### src/rtl/cond_exec_stage_pkg.sv
// -----------------------------------------------------------------------------
// cond_exec_stage_pkg
// Shared CPU definitions for the conditional-execute stage:
//   - cond_e        : 4-bit instruction condition field encoding (EQ..AL, NV)
//   - FLAG_*        : bit positions of N, Z, C, V inside the flag register
//   - FW_*          : FlagWriteE encodings (which flag pairs an op updates)
// -----------------------------------------------------------------------------
package cond_exec_stage_pkg;

    typedef enum logic [3:0] {
        COND_EQ = 4'b0000,
        COND_NE = 4'b0001,
        COND_CS = 4'b0010,
        COND_CC = 4'b0011,
        COND_MI = 4'b0100,
        COND_PL = 4'b0101,
        COND_VS = 4'b0110,
        COND_VC = 4'b0111,
        COND_HI = 4'b1000,
        COND_LS = 4'b1001,
        COND_GE = 4'b1010,
        COND_LT = 4'b1011,
        COND_GT = 4'b1100,
        COND_LE = 4'b1101,
        COND_AL = 4'b1110,
        COND_NV = 4'b1111
    } cond_e;

    localparam int FLAG_N = 3;
    localparam int FLAG_Z = 2;
    localparam int FLAG_C = 1;
    localparam int FLAG_V = 0;

    // FlagWriteE bit positions and the resulting encodings
    localparam int FW_NZ_BIT = 1;
    localparam int FW_CV_BIT = 0;

    localparam logic [1:0] FW_NONE = 2'b00;
    localparam logic [1:0] FW_CV   = 2'b01;
    localparam logic [1:0] FW_NZ   = 2'b10;
    localparam logic [1:0] FW_ALL  = 2'b11;

endpackage

### src/rtl/cond_exec_stage_cond_check.sv
// -----------------------------------------------------------------------------
// cond_exec_stage_cond_check
// Purely combinational condition evaluator.
// Ports:
//   CondE     in  4  instruction condition field (cond_e encoding)
//   FlagsQ    in  4  current flags [N,Z,C,V]
//   cond_pass out 1  condition holds for the given flags (NV never passes)
// -----------------------------------------------------------------------------
module cond_exec_stage_cond_check
    import cond_exec_stage_pkg::*;
(
    input  logic [3:0] CondE,
    input  logic [3:0] FlagsQ,
    output logic       cond_pass
);

    logic w_n;
    logic w_z;
    logic w_c;
    logic w_v;

    assign w_n = FlagsQ[FLAG_N];
    assign w_z = FlagsQ[FLAG_Z];
    assign w_c = FlagsQ[FLAG_C];
    assign w_v = FlagsQ[FLAG_V];

    always_comb begin
        cond_pass = 1'b0;
        case (cond_e'(CondE))
            COND_EQ: cond_pass = w_z;
            COND_NE: cond_pass = !w_z;
            COND_CS: cond_pass = w_c;
            COND_CC: cond_pass = !w_c;
            COND_MI: cond_pass = w_n;
            COND_PL: cond_pass = !w_n;
            COND_VS: cond_pass = w_v;
            COND_VC: cond_pass = !w_v;
            COND_HI: cond_pass = w_c && !w_z;
            COND_LS: cond_pass = !w_c || w_z;
            COND_GE: cond_pass = (w_n == w_v);
            COND_LT: cond_pass = (w_n != w_v);
            COND_GT: cond_pass = !w_z && (w_n == w_v);
            COND_LE: cond_pass = w_z || (w_n != w_v);
            COND_AL: cond_pass = 1'b1;
            default: cond_pass = 1'b0;   // NV: reserved, never executes
        endcase
    end

endmodule

### src/rtl/cond_exec_stage.sv
// -----------------------------------------------------------------------------
// cond_exec_stage
// Sits behind the execute-stage ALU. Holds the NZCV flag register, evaluates
// the Execute instruction's condition field against it, gates the
// instruction's register/memory/branch side effects and latches the result
// into the EX/MEM pipeline register (flush > stall > load).
// Ports:
//   clk, rst_n                 clock, asynchronous active-low reset
//   ValidE, KillE              Execute holds a real / squashed instruction
//   CondE, FlagWriteE, FlagsE  condition field, flag-pair write enables, ALU flags
//   ResultE, WriteDataE        ALU result, store data
//   RegWriteE, MemWriteE, BranchE, WriteRegE  instruction control
//   StallM, FlushM             EX/MEM hold / bubble insertion
//   CondExE, BranchTakenE      combinational condition pass / taken branch
//   FlagsQ                     current flag register
//   ValidM, RegWriteM, MemWriteM, ResultM, WriteDataM, WriteRegM  EX/MEM register
// -----------------------------------------------------------------------------
module cond_exec_stage
    import cond_exec_stage_pkg::*;
#(
    parameter int         DATA_W     = 32,
    parameter int         REG_ADDR_W = 4,
    parameter logic [3:0] FLAGS_RST  = 4'b0000
) (
    input  logic                  clk,
    input  logic                  rst_n,
    input  logic                  ValidE,
    input  logic                  KillE,
    input  logic [3:0]            CondE,
    input  logic [1:0]            FlagWriteE,
    input  logic [DATA_W-1:0]     ResultE,
    input  logic [3:0]            FlagsE,
    input  logic                  RegWriteE,
    input  logic                  MemWriteE,
    input  logic                  BranchE,
    input  logic [REG_ADDR_W-1:0] WriteRegE,
    input  logic [DATA_W-1:0]     WriteDataE,
    input  logic                  StallM,
    input  logic                  FlushM,
    output logic                  CondExE,
    output logic                  BranchTakenE,
    output logic [3:0]            FlagsQ,
    output logic                  ValidM,
    output logic                  RegWriteM,
    output logic                  MemWriteM,
    output logic [DATA_W-1:0]     ResultM,
    output logic [DATA_W-1:0]     WriteDataM,
    output logic [REG_ADDR_W-1:0] WriteRegM
);

    logic                  w_cond_pass;
    logic                  w_live;
    logic                  w_flag_we;

    logic [3:0]            r_flags;
    logic                  r_valid;
    logic                  r_reg_write;
    logic                  r_mem_write;
    logic [DATA_W-1:0]     r_result;
    logic [DATA_W-1:0]     r_write_data;
    logic [REG_ADDR_W-1:0] r_write_reg;

    cond_exec_stage_cond_check u_cond_check (
        .CondE     (CondE),
        .FlagsQ    (r_flags),
        .cond_pass (w_cond_pass)
    );

    // A killed instruction is a bubble: it neither passes its condition nor
    // reaches MEM as live.
    assign w_live       = ValidE && !KillE;
    assign CondExE      = w_live && w_cond_pass;
    assign BranchTakenE = BranchE && CondExE;

    // Flags are frozen by StallM even when a flush wins the EX/MEM register.
    assign w_flag_we = CondExE && !StallM;

    always_ff @(posedge clk or negedge rst_n) begin
        if (!rst_n) begin
            r_flags <= FLAGS_RST;
        end else if (w_flag_we) begin
            if (FlagWriteE[FW_NZ_BIT]) begin
                r_flags[FLAG_N] <= FlagsE[FLAG_N];
                r_flags[FLAG_Z] <= FlagsE[FLAG_Z];
            end
            if (FlagWriteE[FW_CV_BIT]) begin
                r_flags[FLAG_C] <= FlagsE[FLAG_C];
                r_flags[FLAG_V] <= FlagsE[FLAG_V];
            end
        end
    end

    // EX/MEM register. A flush only kills the control bits; the data fields
    // are don't-care once ValidM is low, so they simply hold.
    always_ff @(posedge clk or negedge rst_n) begin
        if (!rst_n) begin
            r_valid      <= 1'b0;
            r_reg_write  <= 1'b0;
            r_mem_write  <= 1'b0;
            r_result     <= '0;
            r_write_data <= '0;
            r_write_reg  <= '0;
        end else if (FlushM) begin
            r_valid      <= 1'b0;
            r_reg_write  <= 1'b0;
            r_mem_write  <= 1'b0;
        end else if (!StallM) begin
            r_valid      <= w_live;
            r_reg_write  <= RegWriteE && CondExE;
            r_mem_write  <= MemWriteE && CondExE;
            r_result     <= ResultE;
            r_write_data <= WriteDataE;
            r_write_reg  <= WriteRegE;
        end
    end

    assign FlagsQ     = r_flags;
    assign ValidM     = r_valid;
    assign RegWriteM  = r_reg_write;
    assign MemWriteM  = r_mem_write;
    assign ResultM    = r_result;
    assign WriteDataM = r_write_data;
    assign WriteRegM  = r_write_reg;

endmodule

### config.mk
export PLATFORM = sky130hd
export DESIGN_NAME = cond_exec_stage
export DESIGN_NICKNAME = d
export VERILOG_FILES = /design/src/rtl/cond_exec_stage_pkg.sv /design/src/rtl/cond_exec_stage_cond_check.sv /design/src/rtl/cond_exec_stage.sv
export SDC_FILE = /design/constraint.sdc
export NUM_CORES = 1
export LEC_CHECK = 0
export CAP_MARGIN = 20
export CORE_MARGIN = 1.5
export CORE_UTILIZATION = 30
export CTS_CLUSTER_SIZE = 40
export DETAILED_ROUTE_END_ITERATION = 16
export REMOVE_ABC_BUFFERS = 1
export SYNTH_ARGS = -nofsm -noshare
export SYNTH_HDL_FRONTEND = slang
export SYNTH_SLANG_ARGS = --single-unit
### constraint.sdc
create_clock -name clk -period 3.15 [get_ports clk]
set_input_delay 0.315 -clock clk [delete_from_list [all_inputs] [get_ports clk]]
set_output_delay 0.315 -clock clk [all_outputs]
set_load 0.03 [all_outputs]
Word-level counts from Yosys, hierarchy flattened

Index checks and enable logic that the tools add are counted.

Input bits: 87
Output and inout port bits: 77
Latch bits: 0
ROM bits: 0
Word-level logic and storage cells: 54
Flip-flop bits (word level): 75
Memories: 0
RAM bits: 0

Shift operators: 0
Equality and inequality tests: 17
Order comparisons: 0
$add $sub $neg: 0
Multipliers: 0
Reduce and logical (&&, ||, !) cells: 20
Muxes and demuxes: 7
Divide/modulo/power cells: 0
Bitwise gates (word level): 2

Operators with widths:

| cell                                          | count |
|---|---|
| == test 4 bit, second input constant          | 7 |
| == test 4 x 3 -> 1 bit, second input constant | 4 |
| one-hot mux 1 bit (15 select lines)           | 1 |
| == test 4 x 2 -> 1 bit, second input constant | 2 |
| logical AND 1 bit                             | 8 |
| logical NOT 1 bit                             | 6 |
| 2-to-1 mux 1 bit                              | 6 |
| AND reduction 2 bit                           | 3 |
| == test 4 x 1 -> 1 bit, second input constant | 1 |
| logical NOT 4 bit                             | 1 |
| logical OR 1 bit                              | 2 |
| != test 2 x 1 -> 1 bit, second input constant | 1 |
| inverter 1 bit                                | 2 |
| == test 1 bit                                 | 1 |
| != test 1 bit                                 | 1 |

Depth between registers and ports, before layout

Gate-level depths: netlist (run 1).

Depth after elaboration: 7
Gate-level depth with buffers: 7
Mapped depth without buffers: 6

Cells and area by module

A second synthesis (run 1) with hierarchy kept.

Cell total of the unflattened synthesis: 195
Area total of the unflattened synthesis: 3091.7 um^2

Modules (own cells, without submodules):

| module                     | cells an instance | sequential area each (um^2) | area each (um^2) | instances |
|---|---|---|---|---|
| cond_exec_stage            | 167               | 1876.8                      | 2897.8           | 1 |
| cond_exec_stage_cond_check | 28                | 0.0                         | 193.9            | 1 |

Worst setup path after synthesis (run 1)

No wires, ideal clock.

Path kind: flip-flop to output port
From: register r_flags[0] (netlist: FlagsQ[0])
To: output port BranchTakenE
Slack: 0.867 ns
Arrival: 1.968 ns
Stages on the path, launching flop included: 6
Cells stage by stage: dfrtp_1 xnor2_1 or3_2 a41oi_1 a31oi_4 and2_2

Cells in the longest elaborated chain, start to end: 5
Elaborated cells between the ends (all ways): 8
Those cells by class: eq/ne: 2; mux: 1; reduce/logical: 5

Ends and longest elaborated chain:

| element                                               | RTL line                                                           | source |
|---|---|---|
| start, declared                                       | cond_exec_stage.sv:55                                              | `logic [3:0] r_flags;` |
| start signal, assigned by index                       | cond_exec_stage.sv:83                                              | `r_flags[FLAG_N] <= FlagsE[FLAG_N];` |
| start signal, assigned by index                       | cond_exec_stage.sv:84                                              | `r_flags[FLAG_Z] <= FlagsE[FLAG_Z];` |
| start signal, assigned by index                       | cond_exec_stage.sv:87                                              | `r_flags[FLAG_C] <= FlagsE[FLAG_C];` |
| != test 1 bit or == test 1 bit (tied branches)        | n/a                                                                |  |
| logical OR 1 bit or logical AND 1 bit (tied branches) | cond_exec_stage_cond_check.sv:43, cond_exec_stage_cond_check.sv:42 |  |
| one-hot mux 1 bit (15 select lines) (*)               | cond_exec_stage_cond_check.sv:29                                   | `case (cond_e'(CondE))` |
| logical AND 1 bit (*)                                 | cond_exec_stage.sv:72                                              | `assign CondExE = w_live && w_cond_pass;` |
| via CondExE                                           | cond_exec_stage.sv:40                                              | `output logic CondExE,` |
| logical AND 1 bit (*)                                 | cond_exec_stage.sv:73                                              | `assign BranchTakenE = BranchE && CondExE;` |
| end, declared                                         | cond_exec_stage.sv:41                                              | `output logic BranchTakenE,` |

The timed path passes the listed nets; every way through them passes the cells marked *.

Worst setup path after layout (run 1)

From: register r_flags[3] (netlist: FlagsQ[3])
To: output port BranchTakenE

Cells in the longest elaborated chain, start to end: 5
Elaborated cells between the ends (all ways): 8
Those cells by class: eq/ne: 2; mux: 1; reduce/logical: 5

Ends and longest elaborated chain:

| element                                               | RTL line |
|---|---|
| != test 1 bit or == test 1 bit (tied branches)        | n/a |
| logical OR 1 bit or logical AND 1 bit (tied branches) | cond_exec_stage_cond_check.sv:43, cond_exec_stage_cond_check.sv:42 |
| one-hot mux 1 bit (15 select lines) (*)               | cond_exec_stage_cond_check.sv:29 |
| logical AND 1 bit (*)                                 | cond_exec_stage.sv:72 |
| logical AND 1 bit (*)                                 | cond_exec_stage.sv:73 |

Mark *: on every way between the ends. The rest lies on a longest branch, timed or not.

==> results of run 1 <==
power groups by stage:
stage	logic, mW	clock network, mW	registers [mW]
2_1_floorplan	0.227	0	1.52
3_3_place_gp	1.02	0	1.22
3_5_place_dp	1.03	0	1.23
4_1_cts	1.04	0.929	1.21
5_1_grt	1.08	0.975	1.23
6_report	1.03	0.900	1.21
stage by stage:
step | TNS (ps) | setup slack (ps) | instances | utilization | instance area (um2)
2_1_floorplan | -45710 | -657 | 185 | - | 2980
4_1_cts | 0 | 143 | 500 | 0.518 | 5070
3_3_place_gp | 0 | 208 | 485 | 0.494 | 4830
5_1_grt | 0 | 15.9 | 502 | 0.522 | 5100
6_report | 0 | 161 | 502 | 0.522 | 5100
3_5_place_dp | 0 | 187 | 485 | 0.494 | 4830
cells in the final DEF (no fill, tap or decap), types with 2 or more instances in the layout:
cell,instances
dfrtp_1,75
mux2_1,4
nor3b_1,2
mux2_2,68
nor2_1,4
nand3_1,2
buf_4,4
nand3b_2,2
bufinv_16,3
clkbuf_8,10
a32o_1,2
clkdlybuf4s50_1,162
xor2_1,2
metal layers:
metal / part of all wire / up-vias / GRT usage
met3: 0.088 / 11 / 0.0623
met1: 0.43 / 1097 / 0.177
met2: 0.47 / 108 / 0.222
met5: 0 / - / 0
li1: - / 1037 / -
met4: 0.014 / 0 / 0.0456
cell usage after synthesis (2+ instances only):
cell,count,share of area
mux2_1,4,0.015
clkbuf_1,7,0.0087
a32o_1,2,0.0066
nor3b_1,2,0.0049
mux2_2,68,0.25
buf_6,2,0.0074
nand3b_2,2,0.0074
nand3_1,2,0.0033
nor2_1,5,0.0062
xor2_1,2,0.0058
dfrtp_1,75,0.62
final timing paths:
kind | from | to | slack (ps)
setup / recovery | FlagsQ[3] | BranchTakenE | 160
hold / removal | rst_n | WriteDataM[25] | 350
setup reg to reg | FlagsQ[3] | FlagsQ[0] | 1020
hold reg to reg | RegWriteM | RegWriteM | 500
max in group asynchronous | rst_n | WriteDataM[7] | 2220
min in group clk | RegWriteM | RegWriteM | 500
state kept, by name, indices dropped and copies added, names as in the netlist:
register    count
RegWriteM       1
MemWriteM       1
WriteDataM     32
WriteRegM       4
ValidM          1
FlagsQ          4
ResultM        32
area by class of cell:
class | instances | area, um2 | area share
Sequential cell | 75 | 1880 | 0.368
Tap cell | 133 | 166 | 0.0326
Timing Repair Buffer | 169 | 1710 | 0.335
Clock buffer | 11 | 141 | 0.0277
Multi-Input combinational cell | 110 | 1110 | 0.218
Clock inverter | 4 | 98.8 | 0.0194
cell families after synthesis:
kind of cell / synth area share
DFF: 0.618
AOI/OAI and AO/OA: 0.0346
and+or+nand+nor: 0.0503
xor gates and xnor gates: 0.00866
buffers and inverters: 0.0177
muxes: 0.270
==> flow_metrics.py, run 1 <==
metrics = {
    "run_status": {
        "status": "completed",
    },
    "logic_synthesis": {
        "syn_avg_cell_area_um2": 15.6,
        "synth-edff-count": 0,
        "ys_warn_count": 0,
        "synthFlopType": "dfrtp_1",
        "yosys_register_bits": 75,
        "async_flop_share": 1.00,
        "syn_inst": 195,
        "ys_types": 35,
        "ys_seq_area_frac": 0.618,
        "syn-cell-area_mm2": 0.00304,
    },
    "critical_path": {
        "path_depth": 6,
        "cp-start-kind": "register",
        "cp_cell_sequence": "xnor2_1 > or3_2 > a41oi_1 > a31oi_4 > and2_2 > clkdlybuf4s50_1",
        "cp_slowest_cell": "clkdlybuf4s50_1",
        "max_stage_delay_ps": 580,
        "worstPathBufferInverterCount": 1,
        "cp_max_fo": 6,
        "crit_required_ps": 2830,
        "worstSetupEndpointType": "output port",
        "crit_type": "register to output port",
        "crit_arrival_ps": 2670,
        "critical_path.top_delay_family": "simple AND/OR/NAND/NOR gates",
        "rr_worst_depth": 6,
    },
    "power_and_ir_drop": {
        "peakVddDrop_v": 0.000260,
        "power.share.clock": 0.287,
        "switching_power_mw": 0.968,
        "finalPower_mw": 3.14,
        "internal_power_mw": 2.17,
        "power_frac_comb": 0.328,
        "swShare": 0.308,
        "powerDensity_mw_per_mm2": 615,
        "power.leakage_nw": 2.06,
        "seqPwrFrac": 0.385,
    },
    "route": {
        "routed_wl_um": 7640,
        "drc": 0,
        "drt_iter0_drc": 59,
        "ant_nets": 0,
        "avgViaCountPerCell": 4.49,
        "num_vias": 2253,
        "drt-pass1-iter-count": 4,
        "avgRoutedWirePerCell_um": 15.2,
    },
    "grt": {
        "antenna_found_initial": 0,
        "grt_max_degree": 76,
        "grt_pass1_wl_um": 12100,
        "grt_overflow": 0,
        "grt_pass1_vias": 2370,
        "grt_usage": 0.142,
    },
    "floorplan": {
        "io_pins": 164,
        "fp.dieW_um": 104,
        "fp.dieArea_mm2": 0.0107,
        "rows": 36,
        "start_util": 0.311,
        "core_mm2": 0.00977,
        "die_y_um": 104,
    },
    "sta": {
        "drv_slew": 0,
        "finalCriticalPeriod_ps": 2990,
        "skew_ps": 12.3,
        "hold_violations": 0,
        "whs_ps": 346,
        "period_share": 0.949,
        "fmax_mhz": 335,
        "maxSlewHeadroom": 0.761,
        "finalSetupViolCount": 0,
        "worst_pin_slew_ps": 358,
        "rsz0062_at_grt": "no",
    },
    "clock_network": {
        "post-cts-setup-buffers": 0,
        "clock-sinks": 75,
        "ctsResizeCount": 0,
        "clkTransAtPathRegs_ps": 80,
        "cts_buffer_depth": 2,
        "cts_tree": "yes",
        "htree_levels": 3,
        "clock_latency_ps": 340,
        "cts-hold-fix-buffers": 0,
        "cts_buffers": 9,
        "clock-root-buffer": "clkbuf_8",
    },
    "placed_design": {
        "hpwl_um": 5330,
        "gp_congestion": 0.803,
        "portBuffers": 163,
    },
    "run": {
        "maxCapViolCount": 0,
    },
    "layout": {
        "fin_nets": 452,
        "fill_cells": 875,
        "n_antenna_cell": 0,
        "layout-drive-gt1-share": 0.266,
        "area_growth_pct": 68.2,
    },
    "worst_hold_path": {
        "min_path_type": "primary input to asynchronous set/reset pin",
    },
}
Note: power is estimated with default switching activity, not from simulation.
==> run 2, diff against run 1 <==
--- a/config.mk
+++ b/config.mk
@@ -11,6 +11,7 @@
 export CTS_CLUSTER_SIZE = 40
 export DETAILED_ROUTE_END_ITERATION = 16
 export REMOVE_ABC_BUFFERS = 1
+export SLEW_MARGIN = 20
 export SYNTH_ARGS = -nofsm -noshare
 export SYNTH_HDL_FRONTEND = slang
 export SYNTH_SLANG_ARGS = --single-unit
==> flow_metrics.py, run 2 (synthesized netlist as in run 1, its figures left out) <==
metrics = {
    "run_status": {
        "status": "finished, violations left",
        "violations": "negative hold slack",
    },
    "floorplan": {
        "die_y_um": 104,
        "fp.dieArea_mm2": 0.0107,
        "fp.dieW_um": 104,
        "start_util": 0.311,
        "rows": 36,
        "core_mm2": 0.00977,
        "io_pins": 164,
    },
    "layout": {
        "fill_cells": 879,
        "layout-drive-gt1-share": 0.264,
        "final_cell_mix": "162 x clkdlybuf4s50_1, 75 x dfrtp_1, 68 x mux2_2",
        "n_antenna_cell": 0,
        "area_growth_pct": 67.1,
        "seq_area_mm2": 0.00188,
        "fin_nets": 450,
        "multi_input_area_mm2": 0.00111,
        "layout_commonest_cell": "clkdlybuf4s50_1",
    },
    "critical_path": {
        "critical_path.top_delay_family": "simple AND/OR/NAND/NOR gates",
        "max_stage_delay_ps": 580,
        "crit_arrival_ps": 2680,
        "reg2reg_slack_ps": 1010,
        "rr_startpoint": "FlagsQ[3]",
        "cp-start-kind": "register",
        "crit_type": "register to output port",
        "worstSetupEndpointType": "output port",
        "cp_cell_sequence": "xnor2_1 > or3_2 > a41oi_1 > a31oi_4 > and2_2 > clkdlybuf4s50_1",
        "regToRegEndpoint": "FlagsQ[0]",
        "cp_max_fo": 6,
        "cp_slowest_cell": "clkdlybuf4s50_1",
        "worstPathBufferInverterCount": 1,
        "crit_required_ps": 2830,
        "rr_worst_depth": 6,
    },
    "sta": {
        "drv_slew": 0,
        "whs_ps": -14.4,
        "fmax_mhz": 334,
        "hold_violations": 3,
        "setup_tns_ps": 0,
        "period_share": 0.951,
        "skew_ps": 15.0,
        "finalCriticalPeriod_ps": 2990,
        "rsz0062_at_grt": "no",
        "worst_pin_slew_ps": 689,
        "maxSlewHeadroom": 0.540,
        "finalSetupViolCount": 0,
    },
    "placed_design": {
        "hpwl_um": 5330,
        "portBuffers": 163,
        "gp_congestion": 0.803,
    },
    "grt": {
        "grt_usage": 0.142,
        "met2_usage": 0.222,
        "grt_pass1_wl_um": 12100,
        "grt_util_met1": 0.177,
        "grt_max_degree": 76,
        "grtUsageMet3": 0.0623,
        "grt_pass1_vias": 2370,
        "grt_busiest_layer": "met2",
        "grt_overflow": 0,
        "antenna_found_initial": 0,
    },
    "route": {
        "avgViaCountPerCell": 4.47,
        "ant_nets": 0,
        "drc": 0,
        "routed_wl_um": 7580,
        "drt-pass1-iter-count": 4,
        "num_vias": 2237,
        "drt_iter0_drc": 51,
        "avgRoutedWirePerCell_um": 15.2,
    },
    "clock_network": {
        "clock-root-buffer": "clkbuf_8",
        "clock_latency_ps": 340,
        "cts_buffer_depth": 2,
        "cts_buffers": 9,
        "ctsResizeCount": 0,
        "htree_levels": 3,
        "cts-hold-fix-buffers": 0,
        "clkTransAtPathRegs_ps": 80,
        "post-cts-setup-buffers": 0,
        "clock-sinks": 75,
        "cts_tree": "yes",
    },
    "run": {
        "maxCapViolCount": 0,
    },
    "power_and_ir_drop": {
        "powerDensity_mw_per_mm2": 618,
        "peakVddDrop_v": 0.000261,
        "power.leakage_nw": 2.04,
    },
    "worst_hold_path": {
        "min_path_type": "primary input to asynchronous set/reset pin",
    },
}
-- run 2: layer usage --
| layer | routed length, um | vias up |
|---|---|---|
| met5 | 0 | - |
| met4 | 108 | 0 |
| met3 | 674 | 11 |
| met2 | 3540 | 104 |
| met1 | 3250 | 1088 |
| li1 | - | 1034 |
-- run 2: layout make-up --
type,count,area share
Sequential cell,75,0.370
Timing Repair Buffer,167,0.330
Multi-Input combinational cell,110,0.219
Tap cell,133,0.0328
Clock buffer,11,0.0279
Clock inverter,4,0.0195
-- run 2: worst max-delay path by stage --
stage | slack [ps] | end | start | cells after the start
CTS | 140 | BranchTakenE | FlagsQ[3] | 6
detailed placement | 190 | BranchTakenE | CondE[2] | 7
global placement | 210 | BranchTakenE | CondE[2] | 7
finish | 160 | BranchTakenE | FlagsQ[3] | 6
floorplan | -660 | ResultM[0] | StallM | 2
global route | 20 | BranchTakenE | FlagsQ[3] | 6
-- run 2: stage by stage --
step | util | total power [mW] | cells | area [um2] | setup slack [ps]
3_3_place_gp | 0.494 | 2.24 | 485 | 4830 | 208
5_1_grt | 0.519 | 3.28 | 500 | 5070 | 15.9
6_report | 0.519 | 3.14 | 500 | 5070 | 156
4_1_cts | 0.518 | 3.17 | 500 | 5070 | 143
3_5_place_dp | 0.494 | 2.26 | 485 | 4830 | 187
2_1_floorplan | - | 1.75 | 185 | 2980 | -657
-- run 2: report_power, final --
part / switching (mW) / internal [mW]
clock: 0.357 / 0.546
combinational: 0.518 / 0.507
sequential: 0.0940 / 1.11
==> run 3, diff against run 2 <==
--- a/config.mk
+++ b/config.mk
@@ -11,6 +11,7 @@
 export CTS_CLUSTER_SIZE = 40
 export DETAILED_ROUTE_END_ITERATION = 16
 export REMOVE_ABC_BUFFERS = 1
+export SKIP_LAST_GASP = 1
 export SLEW_MARGIN = 20
 export SYNTH_ARGS = -nofsm -noshare
 export SYNTH_HDL_FRONTEND = slang
==> results of run 3 <==
The final DEF is identical to that of run 2; final timing and power are the same.
